## src/rtl/phase_timer.sv

```systemverilog
// phase_timer: loadable countdown of traffic-phase durations on enable_1Hz ticks.
// It supports one-shot or periodic reload, hold, abort and a near-expiry warning.
// Defining PHASE_TIMER_EXTEND_EN adds the extend/extend_value ports, which add time to a live count.
module phase_timer #(
    parameter int WIDTH       = 4,
    parameter int WARN_THRESH = 3,
    parameter int MAX_COUNT   = (2**WIDTH)-1
) (
    input  logic             clk,
    input  logic             reset_global,
    input  logic             enable_1Hz,
    input  logic             start_timer,
    input  logic [WIDTH-1:0] time_param_output_value,
    input  logic             mode_periodic,
    input  logic             pause,
    input  logic             abort,
`ifdef PHASE_TIMER_EXTEND_EN
    input  logic             extend,
    input  logic [WIDTH-1:0] extend_value,
`endif
    output logic             expired,
    output logic             running,
    output logic [WIDTH-1:0] remaining,
    output logic             warning
);

    typedef enum logic [1:0] {IDLE, RUN, HOLD} state_t;

    localparam logic [WIDTH:0] MAX_C  = (WIDTH+1)'(MAX_COUNT);
    localparam logic [WIDTH:0] WARN_C = (WIDTH+1)'(WARN_THRESH);

    state_t           state_q;
    logic [WIDTH-1:0] remaining_q;
    logic [WIDTH-1:0] reload_q;
    logic             mode_q;
    logic             expired_q;

    logic             ext_req_d;
    logic [WIDTH-1:0] ext_val_d;

`ifdef PHASE_TIMER_EXTEND_EN
    logic [WIDTH:0]   ext_sum_d;

    // Sum is one bit wider so the saturation compare sees the true overflow.
    assign ext_sum_d = {1'b0, remaining_q} + {1'b0, extend_value};
    assign ext_req_d = extend && (state_q != IDLE);
    assign ext_val_d = (ext_sum_d > MAX_C) ? MAX_C[WIDTH-1:0] : ext_sum_d[WIDTH-1:0];
`else
    assign ext_req_d = 1'b0;
    assign ext_val_d = remaining_q;
`endif

    always_ff @(posedge clk or posedge reset_global) begin
        if (reset_global) begin
            state_q     <= IDLE;
            remaining_q <= '0;
            reload_q    <= '0;
            mode_q      <= 1'b0;
            expired_q   <= 1'b0;
        end else begin
            expired_q <= 1'b0;
            if (abort) begin
                state_q     <= IDLE;
                remaining_q <= '0;
            end else if (start_timer) begin
                reload_q    <= time_param_output_value;
                remaining_q <= time_param_output_value;
                mode_q      <= mode_periodic;
                if (time_param_output_value == '0) begin
                    state_q   <= IDLE;
                    expired_q <= 1'b1;
                end else begin
                    state_q <= RUN;
                end
            end else if (ext_req_d) begin
                remaining_q <= ext_val_d;
            end else begin
                case (state_q)
                    RUN: begin
                        if (pause) begin
                            state_q <= HOLD;
                        end else if (enable_1Hz) begin
                            if (remaining_q > WIDTH'(1)) begin
                                remaining_q <= remaining_q - WIDTH'(1);
                            end else begin
                                expired_q <= 1'b1;
                                if (mode_q) begin
                                    remaining_q <= reload_q;
                                end else begin
                                    remaining_q <= '0;
                                    state_q     <= IDLE;
                                end
                            end
                        end
                    end
                    HOLD: begin
                        if (!pause) state_q <= RUN;
                    end
                    default: ;
                endcase
            end
        end
    end

    assign expired   = expired_q;
    assign running   = (state_q != IDLE);
    assign remaining = remaining_q;
    assign warning   = running && (remaining_q != '0) && ({1'b0, remaining_q} <= WARN_C);

endmodule
```

## config.mk

```make
export PLATFORM = sky130hd
export DESIGN_NAME = phase_timer
export DESIGN_NICKNAME = d
export VERILOG_FILES = /design/src/rtl/phase_timer.sv
export SDC_FILE = /design/constraint.sdc
export NUM_CORES = 1
export LEC_CHECK = 0
export CAP_MARGIN = 20
export CORE_AREA = 3 3 52 54
export CTS_BUF_LIST = sky130_fd_sc_hd__clkbuf_4 sky130_fd_sc_hd__clkbuf_8
export CTS_CLUSTER_DIAMETER = 50
export DETAILED_ROUTE_END_ITERATION = 7
export DIE_AREA = 0 0 55 57
export GPL_TIMING_DRIVEN = 0
export PLACE_DENSITY = 0.61
export SYNTH_ARGS = -nofsm -noshare
export SYNTH_HDL_FRONTEND = slang
export SYNTH_SLANG_ARGS = --single-unit
```

## constraint.sdc

```tcl
create_clock -name clk -period 2.05 [get_ports clk]
set_input_delay 0.41 -clock clk [delete_from_list [all_inputs] [get_ports clk]]
set_output_delay 0.41 -clock clk [all_outputs]
set_load 0.02 [all_outputs]
```

=== Word level (Yosys, flattened, before mapping) ===
Cells that the tools add are included.
W data, S select, Z words.

* Input port bits: 11
* Output and inout port bits: 7
* Logic and storage cells: 50
* Flip-flop bits (word level): 12

* $lt $le $gt $ge: 2
* Equal/unequal tests: 7
* Reductions and logical operators: 11
* Bitwise gates (word level): 1
* Add/subtract/negate cells: 1
* Mux-type cells: 23

{| class="wikitable"
|+ Operator list
! operator !! number
|-
| $mux W4 || 7
|-
| $ne A5 B5 Y1 const B || 3
|-
| $mux W2 || 7
|-
| $mux W1 || 8
|-
| $reduce_bool A4 Y1 || 2
|-
| $reduce_bool A3 Y1 || 2
|-
| $reduce_and A5 Y1 || 1
|-
| $gt A4 B1 Y1 const B || 1
|-
| $le A4 B2 Y1 const B || 1
|-
| $logic_not A4 Y1 || 1
|-
| $ne A4 B4 Y1 const B || 1
|-
| $pmux W2 S2 || 1
|-
| $sub A4 B1 Y4 const B || 1
|-
| $ne A3 B2 Y1 const B || 1
|-
| $reduce_and A3 Y1 || 1
|-
| $eq A2 B1 Y1 const B || 1
|-
| $eq A2 B2 Y1 const B || 1
|-
| $logic_and A1 B1 Y1 || 2
|-
| $reduce_and A2 Y1 || 1
|-
| $reduce_bool A2 Y1 || 1
|-
| $not A1 Y1 || 1
|}

=== Logic depth before layout (Yosys ltp) ===
Gate-level depths: netlist (run 1).

* Word-level depth: 7
* Gate-level depth with buffers: 6
* Depth with buffers taken out: 6

=== Worst setup path after synthesis (run 1) ===
Ideal clock, no wire load.

* Path kind: register to output
* Start: register remaining_q[0] (netlist: remaining[0])
* End: output port warning
* Data arrival time: 1.542 ns
* Path slack: 0.098 ns
* Data required time: 1.640 ns
* Cell stages (with the launch flop): 4
* Buffers on the path: 0
* Path through: dfrtp_1 -> inv_1 -> ha_1 -> nor4_1

* Cells in the longest elaborated chain, start to end: 3
* Elaborated cells on any way between the ends: 4
* Classes of those cells: order compare: 1; reduce/logical: 3

{| class="wikitable"
|+ Ends and longest elaborated chain
! what !! line !! source
|-
| start: declaration || 33 || <nowiki>logic [WIDTH-1:0] remaining_q;</nowiki>
|-
| start signal: assignment || 67 || <nowiki>remaining_q <= time_param_output_value;</nowiki>
|-
| start signal: assignment || 76 || <nowiki>remaining_q <= ext_val_d;</nowiki>
|-
| start signal: assignment || 84 || <nowiki>remaining_q <= remaining_q - WIDTH'(1);</nowiki>
|-
| parallel branches: the longest is 2 deep, another holds $le A4 B2 Y1 || n/a ||
|-
| $logic_and A1 B1 Y1 (*) || 108 || <nowiki>assign warning = running && (remaining_q != '0) && ({1'b0, remaining_q} <= WARN_C);</nowiki>
|-
| end: declaration || 24 || <nowiki>output logic warning</nowiki>
|}

Mark *: on every way between the ends.

=== Final worst setup path (run 1) ===
* Start: register state_q[1]
* End: output port running

* Cells in the longest elaborated chain, start to end: 1

{| class="wikitable"
|+ Ends and longest elaborated chain
! what !! line !! source
|-
| start: declaration || 32 || <nowiki>state_t state_q;</nowiki>
|-
| start signal: assignment || 55 || <nowiki>state_q <= IDLE;</nowiki>
|-
| start signal: assignment || 63 || <nowiki>state_q <= IDLE;</nowiki>
|-
| start signal: assignment || 70 || <nowiki>state_q <= IDLE;</nowiki>
|-
| $reduce_bool A2 Y1 || 106 || <nowiki>assign running = (state_q != IDLE);</nowiki>
|-
| end: declaration || 22 || <nowiki>output logic running,</nowiki>
|}

No other way between the ends.

==> results.toml, run 1 <==
[grt]
grt.overflow.total = 0
grt_first_pass_wirelength_microns = 2970
gr-usage-all-layers = 0.129
grt_max_degree = 13
antenna_found_initial = 0
grt_pass1_vias = 693

[setup_path]
worst_ep_required_time_ns = 1.64
critical-path-slowest-cell = "clkdlybuf4s50_1"
critical_path.cell_chain = "inv_1, ha_1, inv_1, clkdlybuf4s50_1"
end_kind = "primary output"
r2r_slack_ns = 0.15
cp_top_family = "buffers and inverters"
r2r_cells = 6
worst-path-max-fanout = 3
cp.arrival_ns = 1.54
rr_startpoint = "remaining[0]$_DFFE_PP0P_"
critical-path-max-stage-delay_ns = 0.59
reg2reg_to = "state_q[0]$_DFFE_PP0P_"
critPathKind = "reg -> out"
cp_num_cells = 4
cpMostUsedCell = "inv_1"
worst_setup_path_start_kind = "register"
critPathBufInv = 3

[final_layout]
postLayoutCoreUtil = 0.456
diodes = 0
drive_gt1_frac = 0.133
area_delta_synth_final_pct = 28.5
nets = 123

[pwr]
p_switching_mw = 0.185
vdd_drop_max_v = 0.000389
leakage_nw = 0.409
p_int_mw = 0.404
power_density_nw_per_um2 = 573
seqPwrFrac = 0.473
combPwrFrac = 0.282
p_sw_frac = 0.314
p_clk_frac = 0.245

[floorplan]
initial_core_util = 0.355
die_y_microns = 57
die_area_sq_um = 3140
coreArea_sq_um = 2250
fp.dieW_microns = 55
ios = 18
num_rows = 17

[clock_tree]
tritoncts = "yes"
cts_htree_levels = 1
cts_buffers = 3
clkTransAtPathRegs_ns = 0.08
cts_buffer_depth = 2
clock-sinks = 12
root_buffer = "clkbuf_4"
clock_latency_ns = 0.27

[routing]
viasPerCell = 5.14
first_iter_violations = 17
first_pass_iters = 4
wl_microns = 1860
vias = 683
wl_per_cell_microns = 14.0
ant_nets = 0
drcViolationCount = 0

[yosys]
synth_fp_nets = 100
yosysSeqAreaShare = 0.376
synth_area_per_cell_sq_um = 9.52
postSynth.asyncResetShare = 1.00
synth_edf_count = 0
ys_warn_count = 0
syn-instance-count = 84
ys_ff_latch = 12
synth_cell_types = 28
synth_ff_type = "dfrtp_1"
synth_area_sq_um = 800

[sta]
report.final.setup_viol = 0
whs_ns = 0.467
fin_crit_ns = 1.95
hold_violations = 0
relSlewSlack = 0.647
tns_ns = 0
finalClockSkew_ns = 0.00299
finalCritPeriodShare = 0.952
rsz0062_at_grt = "no"
worstMarginPinSlew_ns = 0.521
max_freq_ghz = 0.513
maxSlewViolCount = 0

[place]
hpwl_microns = 1440
gp_congestion = 0.826
numPortBuffers = 16

[hold_path]
min_path_type = "in -> async"

[run_status]
status = "finished, final reports clean"

[job]
maxCapViolations = 0
[power groups by stage]
stage / Sequential, mW / Combinational (mW) / Clock (mW)
4_1_cts: 0.278 / 0.166 / 0.150
3_5_place_dp: 0.283 / 0.166 / 0
6_report: 0.278 / 0.166 / 0.144
5_1_grt: 0.282 / 0.185 / 0.156
2_1_floorplan: 0.286 / 0.0988 / 0
3_3_place_gp: 0.282 / 0.164 / 0
[timing repair]
| item | in CTS | in global routing |
|---|---|---|
| setup buffers | 0 | 2 |
| setup endpoints to repair | 1 | 2 |
| hold endpoints to repair | 0 | 0 |
| pin swaps | 0 | 1 |
| cloned | 0 | 0 |
| gates resized for setup | 2 | 2 |
| hold buffers | 0 | 0 |
[per-layer routing]
| layer | global-route usage | wire, microns | vias to the layer above |
|---|---|---|---|
| li1 | - | - | 346 |
| met1 | 0.182 | 918 | 316 |
| met2 | 0.188 | 850 | 19 |
| met3 | 0.0235 | 69 | 2 |
| met4 | 0.0625 | 23 | 0 |
| met5 | 0 | 0 | - |
[worst max-delay path by stage]
| stage | from | to |
|---|---|---|
| 3_5_place_dp | pause | remaining[3]$_DFFE_PP0P_ |
| 2_1_floorplan | remaining[0]$_DFFE_PP0P_ | warning |
| 6_report | state_q[1]$_DFFE_PP0P_ | running |
| 4_1_cts | remaining[0]$_DFFE_PP0P_ | warning |
| 5_1_grt | state_q[1]$_DFFE_PP0P_ | running |
| 3_3_place_gp | enable_1Hz | remaining[3]$_DFFE_PP0P_ |
[layout by cell type (no fill, tap or decap), types with 2 or more instances in the layout]
cell             count
a211oi_1             4
a21oi_1              2
a311oi_1             2
a31oi_1              3
buf_4                2
clkbuf_1             3
clkbuf_4             3
clkdlybuf4s50_1     15
dfrtp_1             12
ha_1                 5
inv_1                9
mux2_2               3
nand2_1              7
nand2b_1             2
nand3b_1             2
nor2_1               5
nor2b_1              2
nor3_1               3
nor4_1               3
nor4b_1              2
o21ai_0              4
or2_2                2
[final cells by class]
| class | count | area (sq um) |
|---|---|---|
| Inverter | 9 | 33.8 |
| Buffer | 4 | 22.5 |
| Fill cell | 247 | 1230 |
| Sequential cell | 12 | 300 |
| Tap cell | 28 | 35.0 |
| Clock buffer | 3 | 22.5 |
| Timing Repair Buffer | 18 | 170 |
| Multi-Input combinational cell | 59 | 443 |
[cells in the mapped netlist (2+ instances only)]
master / count / area (sq um)
a31oi_1: 3 / 18.8
clkbuf_1: 3 / 11.3
nor3_1: 3 / 15.0
nor2_1: 5 / 18.8
a21oi_1: 2 / 10.0
mux2_2: 3 / 33.8
nand2_1: 7 / 26.3
nor2b_1: 2 / 12.5
or2_2: 2 / 12.5
nand2b_1: 2 / 12.5
nor4b_1: 2 / 17.5
o21ai_0: 4 / 20.0
nand3b_1: 2 / 15.0
inv_1: 9 / 33.8
nor4_1: 3 / 18.8
a211oi_1: 4 / 30.0
ha_1: 5 / 62.6
a311oi_1: 2 / 17.5
dfrtp_1: 12 / 300
[state kept, by name (all words and copies together), names as in the netlist]
register,cells
expired,1
state_q,2
remaining,4
reload_q,4
mode_q,1
[logic make-up (layout without fill, tap and decap cells)]
| group | Yosys count | in the layout | share of synthesized area |
|---|---|---|---|
| and+or+nand+nor | 31 | 31 | 0.232 |
| AOI/OAI and AO/OA | 20 | 20 | 0.202 |
| buffers and inverters | 13 | 34 | 0.0704 |
| DFF | 12 | 12 | 0.376 |
| adders and majority gates | 5 | 5 | 0.0782 |
| muxes | 3 | 3 | 0.0423 |
[per-stage QoR]
stage,cell area [sq um],worst slack [ns],instances,power [mW]
final,1030,0.0991,133,0.589
after global placement,995,-0.0343,128,0.445
after floorplan,800,0.0979,84,0.385
after detailed placement,995,-0.0929,128,0.449
after global routing,1030,0.00626,133,0.622
after CTS,1020,0.00458,131,0.595
Power figures use the tool's default switching activity.
==> inputs of run 2 (changes only) <==
CAP_MARGIN = 25   (was 20)
==> results of run 2 <==
No change in the layout: final DEF, timing and power equal those of run 1.
